### config.mk
export PLATFORM = sky130hd
export DESIGN_NAME = trap_sequencer_flat
export DESIGN_NICKNAME = d
export VERILOG_FILES = /design/src/rtl/trap_sequencer_pkg.sv /design/src/rtl/trap_sequencer_if.sv /design/src/rtl/trap_sequencer_irq_prio_enc.sv /design/src/rtl/trap_sequencer.sv /design/src/flat_wrapper.sv
export SDC_FILE = /design/constraint.sdc
export NUM_CORES = 1
export LEC_CHECK = 0
export BUFFER_PORTS_ARGS = -buffer_cell sky130_fd_sc_hd__clkbuf_2
export CELL_PAD_IN_SITES_DETAIL_PLACEMENT = 1
export CELL_PAD_IN_SITES_GLOBAL_PLACEMENT = 2
export CORE_MARGIN = 1.5
export CORE_UTILIZATION = 23
export CTS_CLUSTER_SIZE = 40
export DETAILED_ROUTE_END_ITERATION = 16
export PLACE_DENSITY = 0.85
export REMOVE_ABC_BUFFERS = 1
export SLEW_MARGIN = 20
export SYNTH_ARGS = -nofsm -noshare
export SYNTH_HDL_FRONTEND = slang
export SYNTH_HIERARCHICAL = 1
export SYNTH_SLANG_ARGS = --single-unit
### constraint.sdc
create_clock -name clk -period 2 [get_ports clk]
set_input_delay 0.2 -clock clk [delete_from_list [all_inputs] [get_ports clk]]
set_output_delay 0.2 -clock clk [all_outputs]
set_load 0.02 [all_outputs]
### src/rtl/trap_sequencer_pkg.sv
// Shared constants for the trap sequencer: system-op codes, interrupt codes,
// and the sequencer state encoding.
package trap_sequencer_pkg;

    // System-op codes presented by decode, plus the sequencer-generated ones
    localparam logic [4:0] SYSOP_NONE   = 5'd0;
    localparam logic [4:0] SYSOP_ECALL  = 5'd1;
    localparam logic [4:0] SYSOP_EBREAK = 5'd2;
    localparam logic [4:0] SYSOP_MRET   = 5'd3;
    localparam logic [4:0] SYSOP_WFI    = 5'd4;
    localparam logic [4:0] SYSOP_CSR_W  = 5'd8;
    localparam logic [4:0] SYSOP_CSR_S  = 5'd9;
    localparam logic [4:0] SYSOP_CSR_C  = 5'd10;
    localparam logic [4:0] SYSOP_IRQ    = 5'd16;

    // Machine interrupt codes reported in tval
    localparam logic [3:0] IRQ_CODE_MSI = 4'd3;
    localparam logic [3:0] IRQ_CODE_MTI = 4'd7;
    localparam logic [3:0] IRQ_CODE_MEI = 4'd11;

    // tval reported for a non-maskable interrupt
    localparam logic [63:0] NMI_TVAL = 64'h8000_0000_0000_0000;

    typedef enum logic [1:0] {
        ST_IDLE,
        ST_ISSUE,
        ST_WAIT,
        ST_DRAIN
    } seq_state_e;

    // CSR accesses complete without a pipeline redirect
    function automatic logic is_csr_op(input logic [4:0] c);
        return (c == SYSOP_CSR_W) || (c == SYSOP_CSR_S) || (c == SYSOP_CSR_C);
    endfunction

endpackage

### src/rtl/trap_sequencer_if.sv
// Decode/exception-unit handshake bundle seen by the trap sequencer.
// master = decode + exception unit side, slave = sequencer.
interface trap_sequencer_if;
    logic        exc_valid;
    logic [4:0]  exc_cause;
    logic [63:0] exc_pc;
    logic [63:0] exc_tval;
    logic        exc_ready;
    logic        trap_en;
    logic [4:0]  cause;
    logic [63:0] pc;
    logic [63:0] tval;

    modport master (
        output exc_valid, exc_cause, exc_pc, exc_tval, trap_en,
        input  exc_ready, cause, pc, tval
    );

    modport slave (
        input  exc_valid, exc_cause, exc_pc, exc_tval, trap_en,
        output exc_ready, cause, pc, tval
    );
endinterface

### src/rtl/trap_sequencer_irq_prio_enc.sv
// Fixed-priority interrupt select: MEI over MSI over MTI.
module irq_prio_enc
    import trap_sequencer_pkg::*;
(
    input  logic [2:0] req,
    output logic [2:0] grant,
    output logic [3:0] code
);

    // Highest-priority pending request wins; one-hot grant plus its code
    always_comb begin
        grant = 3'b000;
        code  = 4'd0;
        if (req[2]) begin
            grant = 3'b100;
            code  = IRQ_CODE_MEI;
        end else if (req[0]) begin
            grant = 3'b001;
            code  = IRQ_CODE_MSI;
        end else if (req[1]) begin
            grant = 3'b010;
            code  = IRQ_CODE_MTI;
        end
    end

endmodule

### src/rtl/trap_sequencer.sv
// Trap sequencer: accepts system ops and interrupts in IDLE, issues one
// registered request to the exception unit, waits for the redirect and
// holds the front end stalled for DRAIN_CYCLES refill cycles.
// Optional feature macro: TRAP_SEQ_NMI_EN adds an edge-triggered nmi input.
module trap_sequencer
    import trap_sequencer_pkg::*;
#(
    parameter int unsigned DRAIN_CYCLES = 2
) (
    input  logic             clk,
    input  logic             rst,
    trap_sequencer_if.slave  bus,
    input  logic [2:0]       irq_src,
    input  logic [2:0]       irq_mask,
    input  logic             glob_ie,
`ifdef TRAP_SEQ_NMI_EN
    input  logic             nmi,
`endif
    output logic             stall,
    output logic [2:0]       irq_taken
);

    localparam logic [3:0] DRAIN_LOAD = 4'(DRAIN_CYCLES);

    seq_state_e  state_q, state_d;
    logic [3:0]  cnt_q, cnt_d;
    logic [4:0]  cause_q, ld_cause;
    logic [63:0] pc_q, ld_pc;
    logic [63:0] tval_q, ld_tval;
    logic [2:0]  taken_d;
    logic [2:0]  irq_req;
    logic [2:0]  irq_grant;
    logic [3:0]  irq_code;

    assign irq_req = irq_src & irq_mask;

    irq_prio_enc u_prio (
        .req   (irq_req),
        .grant (irq_grant),
        .code  (irq_code)
    );

`ifdef TRAP_SEQ_NMI_EN
    logic nmi_d_q, nmi_pend_q, nmi_edge, nmi_take;
    assign nmi_edge = nmi & ~nmi_d_q;

    // Remember an nmi rising edge until it is issued; a same-cycle edge counts
    always_ff @(posedge clk) begin
        if (rst) begin
            nmi_d_q    <= 1'b0;
            nmi_pend_q <= 1'b0;
        end else begin
            nmi_d_q    <= nmi;
            nmi_pend_q <= (nmi_pend_q | nmi_edge) & ~nmi_take;
        end
    end
`endif

    // Next-state and request selection; request fields are zero unless issuing
    always_comb begin
        state_d  = state_q;
        cnt_d    = cnt_q;
        ld_cause = SYSOP_NONE;
        ld_pc    = '0;
        ld_tval  = '0;
        taken_d  = 3'b000;
`ifdef TRAP_SEQ_NMI_EN
        nmi_take = 1'b0;
`endif
        case (state_q)
            ST_IDLE: begin
`ifdef TRAP_SEQ_NMI_EN
                if (nmi_pend_q | nmi_edge) begin
                    nmi_take = 1'b1;
                    ld_cause = SYSOP_IRQ;
                    ld_pc    = bus.exc_pc;
                    ld_tval  = NMI_TVAL;
                    state_d  = ST_ISSUE;
                end else
`endif
                if (bus.exc_valid) begin
                    ld_cause = bus.exc_cause;
                    ld_pc    = bus.exc_pc;
                    ld_tval  = bus.exc_tval;
                    state_d  = ST_ISSUE;
                end else if (glob_ie && (irq_req != 3'b000)) begin
                    ld_cause = SYSOP_IRQ;
                    ld_pc    = bus.exc_pc;
                    ld_tval  = {60'd0, irq_code};
                    taken_d  = irq_grant;
                    state_d  = ST_ISSUE;
                end
            end
            ST_ISSUE: begin
                state_d = is_csr_op(cause_q) ? ST_IDLE : ST_WAIT;
            end
            ST_WAIT: begin
                if (bus.trap_en) begin
                    cnt_d   = DRAIN_LOAD;
                    state_d = ST_DRAIN;
                end
            end
            ST_DRAIN: begin
                if (cnt_q <= 4'd1) begin
                    cnt_d   = 4'd0;
                    state_d = ST_IDLE;
                end else begin
                    cnt_d = cnt_q - 4'd1;
                end
            end
            default: state_d = ST_IDLE;
        endcase
    end

    // State, drain counter and the one-cycle registered request
    always_ff @(posedge clk) begin
        if (rst) begin
            state_q   <= ST_IDLE;
            cnt_q     <= 4'd0;
            cause_q   <= SYSOP_NONE;
            pc_q      <= '0;
            tval_q    <= '0;
            irq_taken <= 3'b000;
        end else begin
            state_q   <= state_d;
            cnt_q     <= cnt_d;
            cause_q   <= ld_cause;
            pc_q      <= ld_pc;
            tval_q    <= ld_tval;
            irq_taken <= taken_d;
        end
    end

    assign bus.exc_ready = (state_q == ST_IDLE);
    assign stall         = (state_q != ST_IDLE);
    assign bus.cause     = cause_q;
    assign bus.pc        = pc_q;
    assign bus.tval      = tval_q;

endmodule

### src/flat_wrapper.sv
// flat-port wrapper written by rule: the top's interface ports become plain ports
module trap_sequencer_flat import trap_sequencer_pkg::*;
#(
    parameter int unsigned DRAIN_CYCLES = 2
)
  (clk, rst, irq_src, irq_mask, glob_ie, stall, irq_taken, bus_exc_valid, bus_exc_cause, bus_exc_pc, bus_exc_tval, bus_trap_en, bus_exc_ready, bus_cause, bus_pc, bus_tval);
  trap_sequencer_if bus_i ();
  input  logic clk;
  input  logic rst;
  input  logic [2:0] irq_src;
  input  logic [2:0] irq_mask;
  input  logic glob_ie;
  output logic stall;
  output logic [2:0] irq_taken;
  input wire logic [$bits(bus_i.exc_valid)-1:0] bus_exc_valid;
  input wire logic [$bits(bus_i.exc_cause)-1:0] bus_exc_cause;
  input wire logic [$bits(bus_i.exc_pc)-1:0] bus_exc_pc;
  input wire logic [$bits(bus_i.exc_tval)-1:0] bus_exc_tval;
  input wire logic [$bits(bus_i.trap_en)-1:0] bus_trap_en;
  output wire logic [$bits(bus_i.exc_ready)-1:0] bus_exc_ready;
  output wire logic [$bits(bus_i.cause)-1:0] bus_cause;
  output wire logic [$bits(bus_i.pc)-1:0] bus_pc;
  output wire logic [$bits(bus_i.tval)-1:0] bus_tval;
  assign bus_i.exc_valid = bus_exc_valid;
  assign bus_i.exc_cause = bus_exc_cause;
  assign bus_i.exc_pc = bus_exc_pc;
  assign bus_i.exc_tval = bus_exc_tval;
  assign bus_i.trap_en = bus_trap_en;
  assign bus_exc_ready = bus_i.exc_ready;
  assign bus_cause = bus_i.cause;
  assign bus_pc = bus_i.pc;
  assign bus_tval = bus_i.tval;
  trap_sequencer #(.DRAIN_CYCLES(DRAIN_CYCLES)) u_core (.clk(clk), .rst(rst), .bus(bus_i), .irq_src(irq_src), .irq_mask(irq_mask), .glob_ie(glob_ie), .stall(stall), .irq_taken(irq_taken));
endmodule
After elaboration in Yosys (flattened, before gate mapping)
Cells that the tools add are included.
- $lt $le $gt $ge: 1
- reductions and logical operators: 13
- eq/ne operators: 9
- divide/modulo/power cells: 0
- bitwise gates (word level): 3
- multiplexer cells: 21
- $mul: 0
- shifts and indexed selects: 0
- add/subtract/negate cells: 1
- operator list (operator ; count):
    2-to-1 mux 64 bit ; 3
    2-to-1 mux 4 bit ; 5
    == test 5 x 4 -> 1 bit (second input constant) ; 3
    2-to-1 mux 2 bit ; 7
    2-to-1 mux 5 bit ; 2
    one-hot mux 2 bit (4 select lines) ; 1
    one-hot mux 4 bit (2 select lines) ; 1
    2-to-1 mux 3 bit ; 2
    OR reduction 6 bit ; 1
    OR reduction 5 bit ; 1
    == test 2 bit (second input constant) ; 2
    <= comparator 4 x 1 -> 1 bit (second input constant) ; 1
    nonzero test 2 bit ; 2
    OR reduction 4 bit ; 1
    subtractor 4 x 1 -> 4 bit (second input constant) ; 1
    bitwise AND 3 bit ; 1
    != test 3 x 2 -> 1 bit (second input constant) ; 1
    AND reduction 3 bit ; 1
    nonzero test 3 bit ; 1
    == test 2 x 1 -> 1 bit (second input constant) ; 1
    zero test 2 bit ; 1
    logical OR 1 bit ; 2
    != test 2 x 1 -> 1 bit (second input constant) ; 1
    != test 2 bit (second input constant) ; 1
    4 further kinds ; 5
- logic and storage cells: 56
- memories kept: 0
- RAM bits: 0
- ROM bits: 0
- register bits: 142
- latch bits: 0
- output and inout bits: 138

Depth between registers and ports, before layout
Gate-level depths: netlist of run 1.
- word-level depth: 6
- mapped depth: 6
- depth with buffers taken out: 5

Cells and area by module
The synthesis of run 1 kept the hierarchy.
- by module, submodules not included (module ; area an instance (um^2) ; cells each ; times used):
    trap_sequencer ; 4186.5 ; 336 ; 1
    irq_prio_enc ; 50.0 ; 7 ; 1

Worst setup path before layout of run 1
Ideal clock, no wire load.
- path type: flip-flop to flip-flop
- from: register u_core.cnt_q[0]
- to: register with a tool-made name
- required time: 1.883 ns
- buffers on the path: 0
- period minus slack after synthesis: 1.608 ns
- slack: 0.392 ns
- cell stages (with the launch flop): 6
- data arrival time: 1.490 ns
- cell sequence: dfxtp_1 > inv_1 > ha_1 > nor2_1 > or4b_2 > a32o_1
- RTL lines (what ; line ; source):
    start, declared ; trap_sequencer.sv:26 ; logic [3:0] cnt_q, cnt_d;
    start signal, assigned ; trap_sequencer.sv:126 ; cnt_q <= cnt_d;

==> run metrics, run 1 <==
Clock Sink Count 142; Async S/R FF share, synth 0; wire length per cell after detailed routing 15.49 um; placed wire-length estimate after detailed placement 9560 um; Multi-input gate area 1246 um^2; H-tree depth 4; horizontal extent of the die 138.7 um; core footprint 18020 um^2; startpoint class of the critical path register; clock tree buffer depth 2; cell chain of the critical path inv_1 -> ha_1 -> nor2_1 -> or4b_2 -> a32o_1; GPL Wtd Cong 0.7669; pin count of the biggest net entering global routing 70; quantity of I/O buffers inserted on ports 281; remaining global-route overflow 0; initial antenna violation count 1; initial DRC count 106; Worst Max-Slew Pin Slew 0.6025 ns; upper clock frequency limit 583.0 MHz; area occupied by registers 2843 um^2; Mean Syn Cell Area 12.35 um^2; setup repair after global routing missed its margin no; result of the run finished clean; total of warnings raised by yosys 6; Setup TNS 0 ns; first-pass GRT wire length 23540 um; CTS Buf Count 17; effective utilization at floorplan 0.2350; Core Rows 49; sequential element share of the synthesized area 0.6710; hold buffer count at cts 125; setup fix buffers added after clock tree synthesis 0; FILL cells 2079; Distinct cells, synth 34; CP Max Fanout 5; leakage dissipation 0.003803 uW; Worst-Skew Late Latency 0.41 ns; final-report setup violation count 0; die height 138.7 um; maximum VDD drop 0.0005483 V; wire length after detailed routing 15430 um; most frequently used flop master after synthesis sky130_fd_sc_hd__dfxtp_1; final count of pins violating max slew 0; via count 3873; CP required 2.30 ns; number of nets in the final layout 899; Design Power 7685 uW; leading cell types in the layout, fill and taps excluded sky130_fd_sc_hd__clkbuf_2 (281), sky130_fd_sc_hd__dfxtp_1 (142), sky130_fd_sc_hd__dlygate4sd3_1 (126); layout overhead on the synthesized area 82.69%; post-detailed-route via-to-cell ratio 3.889; Syn Inst Count 343; Area contributors post-synth sky130_fd_sc_hd__dfxtp_1 (67%), sky130_fd_sc_hd__and2_1 (16%), sky130_fd_sc_hd__and2_4 (6.2%); Max-Cap Viols 0; top cell type by total area after synthesis sky130_fd_sc_hd__dfxtp_1; nature of the critical path endpoint register; Post-DRT Antenna Nets 0; slowest cell delay on critical path 0.63 ns; DIE AREA 19240 um^2; slowest CP cell sky130_fd_sc_hd__or4b_2; TritonCTS clock tree yes; data arrival time of the critical path 2.01 ns; number of instances resized during post-cts repair 0; DRC viols 0; number of hold violations in the final report 0; total track usage 0.1621; power density relative to cell area 992.9 nW/um^2; fraction of the cycle the final worst path needs 0.8577; EDFF count, synth 0; clock-pin slew on the worst setup and hold paths 0.06 ns; number of iterations in the first detailed-routing pass 4; most common library cell in the layout ignoring fill and taps sky130_fd_sc_hd__clkbuf_2; Tightest Hold Check Type in -> reg; root buffer cell sky130_fd_sc_hd__clkbuf_16; setup clock skew after layout 0.005555 ns; number of global-route vias before repair 4332; final critical delay including setup and external delays 1.715 ns; Post-Syn Area 4237 um^2; number of placed I/O pins 282; area share of the largest cell type after synthesis 0.6710; Synth Register Bits 142; Slew HR 0.5941; final-layout worst hold slack 0.02232 ns; share of post-route cells with drive strength above 1 0.4562; Crit Path Class reg -> reg
-- cells in the mapped netlist, drive strengths merged (2+ instances only) --
cell type	count
a21o	2
a21oi	2
a22o	4
and2	135
buf	12
clkbuf	7
dfxtp	142
ha	2
inv	6
nand2	3
nor2	6
nor3b	2
o21ai	2
o311ai	3
or3	2
-- routing by layer --
metal | wire length (um) | track usage
met1 | 5212 | 0.1481
met5 | 0 | 0
met2 | 8958 | 0.3200
met4 | 481 | 0.07840
met3 | 773 | 0.05145
-- area by class of cell --
type | count | share of cell area
multi-input combinational | 176 | 0.1610
inverter | 6 | 0.002910
antenna | 2 | 0.0006466
timing repair buffer | 410 | 0.3508
tap | 229 | 0.03702
clock buffer | 20 | 0.05900
sequential | 142 | 0.3673
clock inverter | 11 | 0.02134
-- report_power, final --
part | internal [uW] | switching, uW | total (uW)
registers | 3040 | 78.2 | 3120
logic | 584 | 640 | 1220
clock network | 2140 | 1200 | 3340
total | 5770 | 1920 | 7680
-- path summary, 6_finish.rpt --
check	depth (start not counted)	endpoint	from	slack, ns
worst min-delay path	2	u_core/bus.pc[41]	bus_exc_pc[41]	0.02
worst min register to register	2	u_core/cnt_q[0]	u_core/cnt_q[0]	0.52
worst max-delay path	5	register	u_core/cnt_q[0]	0.28
worst max register to register	5	register	u_core/cnt_q[0]	0.28
-- logic make-up (layout without fill, tap and decap cells) --
logic type | count (synthesis) | count (layout) | synth area share
adder cells (fa/ha/maj) | 2 | 2 | 0.005906
flip-flops | 142 | 142 | 0.6710
AO/OA/AOI/OAI | 19 | 19 | 0.03574
AND/OR/NAND/NOR | 155 | 155 | 0.2496
other | 0 | 2 | 0
buffers and inverters | 25 | 447 | 0.03780
-- worst max-delay path, delay by kind of cell, from the launching register on --
kind	cells	cell delay, ns
and+or+nand+nor	2	0.72
DFF	1	0.34
AOI/OAI and AO/OA	1	0.28
adders and majority gates	1	0.19
buffers and inverters	1	0.08
-- metrics by stage --
| stage | setup WS [ns] | instance area, um^2 | util | std cells |
|---|---|---|---|---|
| final | 0.2846 | 7740 | 0.4294 | 996 |
| after global routing | 0.1988 | 7737 | 0.4293 | 995 |
| after CTS | 0.2669 | 7725 | 0.4286 | 993 |
| after detailed placement | 0.2785 | 5852 | 0.3247 | 837 |
| after global placement | 0.3387 | 5852 | 0.3247 | 837 |
| after floorplan | -0.7650 | 4099 | - | 324 |
-- state kept, by name (all words and copies together), names as in the netlist, named ones only --
name / count
u_core/bus.pc: 64
u_core/bus.tval: 64
u_core/state_q: 1
u_core/bus.cause: 5
u_core/cnt_q: 4
u_core/irq_taken: 3
Power figures use the tool's default switching activity.
==> inputs of run 2 (changes only) <==
==> constraint.sdc (replaced) <==
create_clock -name clk -period 2 [get_ports clk]
set_input_delay 0.5 -clock clk [delete_from_list [all_inputs] [get_ports clk]]
set_output_delay 0.5 -clock clk [all_outputs]
set_load 0.02 [all_outputs]
==> run 2 against run 1 <==
  * Sequential cell count stayed put
  * Critical path type unchanged
  * Maximum frequency is 2.9% lower
  * Cell count is 12% lower
  * Non-clock buffer count is 125 lower
  * Die area stayed put
  * Clock-buffer cell count is 2 higher
  * Design area is 17% lower
  * Highest routed layer unchanged
  * Largest power group is now sequential cells
  * Clock power is 12% lower
==> run metrics, run 2 (same netlist as run 1, synthesis figures left out) <==
clock tree buffer depth 2 (unchanged); die height 138.7 um (unchanged); Setup TNS 0 ns (unchanged); nature of the critical path endpoint register (unchanged); H-tree depth 4 (unchanged); share of post-route cells with drive strength above 1 0.5429 (was 0.4562); setup repair after global routing missed its margin no (unchanged); initial antenna violation count 1 (unchanged); initial DRC count 103 (was 106); Crit Path Class reg -> reg (unchanged); post-detailed-route via-to-cell ratio 3.811 (was 3.889); DRC viols 0 (unchanged); quantity of I/O buffers inserted on ports 281 (unchanged); Worst Max-Slew Pin Slew 0.6097 ns (was 0.6025 ns); result of the run finished clean (unchanged); Tightest Hold Check Type in -> reg (unchanged); Design Power 7044 uW (was 7685 uW); number of nets in the final layout 774 (was 899); via count 3323 (was 3873); Clock Sink Count 142 (unchanged); Post-DRT Antenna Nets 0 (unchanged); horizontal extent of the die 138.7 um (unchanged); root buffer cell sky130_fd_sc_hd__clkbuf_16 (unchanged); setup clock skew after layout 0.005906 ns (was 0.005555 ns); startpoint class of the critical path register (unchanged); maximum VDD drop 0.0005315 V (was 0.0005483 V); slowest CP cell sky130_fd_sc_hd__or4b_2 (unchanged); wire length per cell after detailed routing 14.19 um (was 15.49 um); Multi-input gate area 1246 um^2 (unchanged); number of global-route vias before repair 3514 (was 4332); data arrival time of the critical path 2.06 ns (was 2.01 ns); total track usage 0.1297 (was 0.1621); layout overhead on the synthesized area 51.27% (was 82.69%); pin count of the biggest net entering global routing 70 (unchanged); number of iterations in the first detailed-routing pass 4 (unchanged); Post-DP Area 5859 um^2 (was 5852 um^2); core footprint 18020 um^2 (unchanged); placed wire-length estimate after detailed placement 9604 um (was 9560 um); Slew HR 0.5893 (was 0.5941); final cell count without fillers 872 (was 996); CP Max Fanout 4 (was 5); final count of pins violating max slew 0 (unchanged); upper clock frequency limit 566.1 MHz (was 583.0 MHz); most common library cell in the layout ignoring fill and taps sky130_fd_sc_hd__clkbuf_2 (unchanged); number of instances resized during post-cts repair 0 (unchanged); Largest delay share family, worst path simple AND/OR/NAND/NOR gates (unchanged); slowest cell delay on critical path 0.63 ns (about the same); number of placed I/O pins 282 (unchanged); final critical delay including setup and external delays 1.766 ns (was 1.715 ns); remaining global-route overflow 0 (unchanged); leakage dissipation 0.003236 uW (was 0.003803 uW); leading cell types in the layout, fill and taps excluded sky130_fd_sc_hd__clkbuf_2 (281), sky130_fd_sc_hd__dfxtp_1 (142), sky130_fd_sc_hd__and2_1 (105) (was sky130_fd_sc_hd__clkbuf_2 (281), sky130_fd_sc_hd__dfxtp_1 (142), sky130_fd_sc_hd__dlygate4sd3_1 (126)); Max-Cap Viols 0 (unchanged); fraction of the cycle the final worst path needs 0.8832 (was 0.8577); first-pass GRT wire length 19060 um (was 23540 um); number of hold violations in the final report 0 (unchanged); GPL Wtd Cong 0.7164 (was 0.7669); DIE AREA 19240 um^2 (unchanged); Worst-Skew Late Latency 0.40 ns (was 0.41 ns); number of placed instances with taps included 838 (was 837); CTS Buf Count 17 (unchanged); count of buffer and inverter cells on the critical path 1 (unchanged); setup fix buffers added after clock tree synthesis 0 (unchanged); power density relative to cell area 1099 nW/um^2 (was 992.9 nW/um^2); wire length after detailed routing 12380 um (was 15430 um); final-layout worst hold slack 0.2883 ns (was 0.02232 ns); post-route met1 wirelength 4807 um (was 5212 um); design area 6409 um^2 (was 7740 um^2); final-report setup violation count 0 (unchanged); Detail Route met3 WL 672 um (was 773 um); FILL cells 2115 (was 2079); TritonCTS clock tree yes (unchanged); hold buffer count at cts 0 (was 125); CP required 2.30 ns (about the same); effective utilization at floorplan 0.2350 (unchanged); area occupied by registers 2843 um^2 (unchanged); met2 routed wirelength 6591 um (was 8958 um); Core Rows 49 (unchanged); cell chain of the critical path inv_1 -> ha_1 -> nor2_1 -> or4b_2 -> a32o_1 (unchanged); clock-pin slew on the worst setup and hold paths 0.06 ns (about the same); highest metal layer used by the detailed router met4 (unchanged)
run 2: changes by cell type in the layout (fill, tap and decap cells not counted), sizes merged:
cell | before | now
clkinv | 6 | 5
clkbuf | 301 | 303
bufinv | 4 | 1
dlygate4sd3 | 126 | 0
inv | 6 | 7
clkinvlp | 1 | 3
buf | 3 | 4
run 2: area by class of cell:
type / instances / area share
multi-input combinational: 176 / 0.1945
tap: 229 / 0.04471
antenna: 2 / 0.0007809
inverter: 6 / 0.003514
clock buffer: 22 / 0.07087
sequential: 142 / 0.4436
timing repair buffer: 285 / 0.2280
clock inverter: 10 / 0.01406
run 2: power breakdown:
group,internal (uW),leakage [uW],switching (uW),total (uW)
Sequential,3040,0.00116,69.3,3110
Clock,1740,0.000260,1200,2940
Combinational,425,0.00182,573,998
Total,5210,0.00324,1840,7040
run 2: per-stage QoR:
stage,setup WS (ns),utilization
floorplan,-0.8722,-
global placement,0.2212,0.3251
detailed placement,0.2359,0.3251
CTS,0.2267,0.3553
global route,0.1527,0.3554
finish,0.2336,0.3555
run 2: metal layers:
| layer | vias to the layer above | GRT usage |
|---|---|---|
| met5 | - | 0 |
| met4 | 0 | 0.06140 |
| met3 | 19 | 0.04178 |
| met2 | 115 | 0.2330 |
| met1 | 1542 | 0.1375 |
| li1 | 1647 | - |
run 2: path summary, 6_finish.rpt:
path                            slack, ns             endpoint  depth (start not counted)        startpoint
worst max register to register       0.23             register                          5   u_core/cnt_q[1]
worst max-delay path                 0.23             register                          5   u_core/cnt_q[1]
worst min register to register       0.52      u_core/cnt_q[0]                          2   u_core/cnt_q[0]
worst min-delay path                 0.29  u_core/bus.tval[37]                          2  bus_exc_tval[37]
run 2: worst register-to-register path, cell delays in order (launching register included):
cell and delay, ns:
sky130_fd_sc_hd__dfxtp_1 0.32, sky130_fd_sc_hd__inv_1 0.11, sky130_fd_sc_hd__ha_1 0.22, sky130_fd_sc_hd__nor2_1 0.10, sky130_fd_sc_hd__or4b_2 0.63, sky130_fd_sc_hd__a32o_1 0.28
==> inputs of run 3 (changes only) <==
- CORE_MARGIN: 1.5 -> not set
==> run 3 against run 2 <==
  * Sequential cell count stayed put
  * Combinational power about the same
  * Clock skew increased by 0.0013 ns
  * Routed wire length shrank 1.8%
  * Critical path type unchanged
  * Largest cell class unchanged
  * Largest power group unchanged
  * Highest routed layer unchanged
==> run metrics, run 3 (same netlist as run 1, synthesis figures left out) <==
core footprint 18020 um^2 (unchanged); total track usage 0.1237 (was 0.1297); design area 6416 um^2 (was 6409 um^2); leading cell types in the layout, fill and taps excluded sky130_fd_sc_hd__clkbuf_2 (281), sky130_fd_sc_hd__dfxtp_1 (142), sky130_fd_sc_hd__and2_1 (105) (unchanged); Crit Path Class reg -> reg (unchanged); H-tree depth 4 (unchanged); power density relative to cell area 1106 nW/um^2 (was 1099 nW/um^2); DIE AREA 18970 um^2 (was 19240 um^2); Setup TNS 0 ns (unchanged); startpoint class of the critical path register (unchanged); Clock Sink Count 142 (unchanged); number of hold violations in the final report 0 (unchanged); share of post-route cells with drive strength above 1 0.5445 (was 0.5429); most common library cell in the layout ignoring fill and taps sky130_fd_sc_hd__clkbuf_2 (unchanged); setup fix buffers added after clock tree synthesis 0 (unchanged); layout overhead on the synthesized area 51.45% (was 51.27%); CP Max Fanout 5 (was 4); data arrival time of the critical path 2.03 ns (was 2.06 ns); Worst Max-Slew Pin Slew 0.5949 ns (was 0.6097 ns); horizontal extent of the die 137.7 um (was 138.7 um); utilization of the core after routing 0.3560 (was 0.3555); Diodes inserted 0 (was 2); number of placed I/O pins 282 (unchanged); remaining global-route overflow 0 (unchanged); clock tree buffer depth 2 (unchanged); wire length after detailed routing 12150 um (was 12380 um); result of the run finished clean (unchanged); Post-DRT Antenna Nets 0 (unchanged); initial antenna violation count 0 (was 1); number of global-route vias before repair 3217 (was 3514); GPL Wtd Cong 0.7671 (was 0.7164); post-layout worst setup margin 0.2606 ns (was 0.2336 ns); length in cells of the worst reg-to-reg path 5 (unchanged); die height 137.7 um (was 138.7 um); pin count of the biggest net entering global routing 70 (unchanged); quantity of I/O buffers inserted on ports 281 (unchanged); Max-Cap Viols 0 (unchanged); Core Rows 49 (unchanged); final-report setup violation count 0 (unchanged); clock-pin slew on the worst setup and hold paths 0.07 ns (was 0.06 ns); TritonCTS clock tree yes (unchanged); upper clock frequency limit 574.9 MHz (was 566.1 MHz); first-pass GRT wire length 17100 um (was 19060 um); final count of pins violating max slew 0 (unchanged); Post-DP Area 5859 um^2 (unchanged); Worst-Skew Late Latency 0.41 ns (was 0.40 ns); leakage dissipation 0.003241 uW (was 0.003236 uW); number of iterations in the first detailed-routing pass 4 (unchanged); initial DRC count 96 (was 103); setup repair after global routing missed its margin no (unchanged); post-detailed-route via-to-cell ratio 3.825 (was 3.811); minimum setup slack after placement 0.2195 ns (was 0.2359 ns); nature of the critical path endpoint register (unchanged); via count 3328 (was 3323); fraction of the cycle the final worst path needs 0.8697 (was 0.8832); final-layout worst hold slack 0.2847 ns (was 0.2883 ns); Cells on Worst Hold Path 2 (unchanged); effective utilization at floorplan 0.2350 (unchanged); CP required 2.30 ns (about the same); DRC viols 0 (unchanged); CTS Buf Count 17 (unchanged); setup clock skew after layout 0.007200 ns (was 0.005906 ns); final critical delay including setup and external delays 1.739 ns (was 1.766 ns); placed wire-length estimate after detailed placement 9442 um (was 9604 um); FILL cells 2145 (was 2115); root buffer cell sky130_fd_sc_hd__clkbuf_16 (unchanged); number of instances resized during post-cts repair 0 (unchanged); Slew HR 0.5992 (was 0.5893); number of nets in the final layout 774 (unchanged); hold buffer count at cts 0 (unchanged); Tightest Hold Check Type in -> reg (unchanged); wire length per cell after detailed routing 13.97 um (was 14.19 um); maximum VDD drop 0.0005101 V (was 0.0005315 V)
## run 3: layout make-up
class	count	area, um^2	area share
timing repair buffer	285	1461	0.2278
multi-input combinational	176	1246	0.1942
tap	229	286.5	0.04466
clock inverter	11	106.4	0.01658
clock buffer	21	450.4	0.07020
sequential	142	2843	0.4431
inverter	6	22.52	0.003510
## run 3: path summary, 6_finish.rpt
check                                 startpoint                  end  slack [ns]
worst min-delay path            bus_exc_tval[38]  u_core/bus.tval[38]        0.28
worst max register to register   u_core/cnt_q[0]             register        0.26
worst max-delay path             u_core/cnt_q[0]             register        0.26
worst min register to register   u_core/cnt_q[0]      u_core/cnt_q[0]        0.53
## run 3: critical path, cell delays in order (launching register included)
cell and delay, ns:
sky130_fd_sc_hd__dfxtp_1 0.35, sky130_fd_sc_hd__inv_1 0.09, sky130_fd_sc_hd__ha_1 0.18, sky130_fd_sc_hd__nor2_1 0.09
sky130_fd_sc_hd__or4b_2 0.64, sky130_fd_sc_hd__a32o_1 0.28
## run 3: power breakdown
| group | total [uW] | switching [uW] | internal, uW |
|---|---|---|---|
| Clock | 2990 | 1230 | 1760 |
| Combinational | 996 | 571 | 425 |
| Sequential | 3110 | 71.7 | 3040 |
## run 3: stage by stage
step,power (uW),instances
after floorplan,3714,324
after global placement,4164,838
after detailed placement,4192,838
after CTS,7220,870
after global routing,7422,870
final,7096,870
## run 3: routing by layer
layer	track usage	wire, um	vias to the layer above
li1	-	-	1644
met1	0.1364	4631	1568
met2	0.2119	6651	104
met3	0.04378	696	12
met4	0.05676	174	0
met5	0	0	-
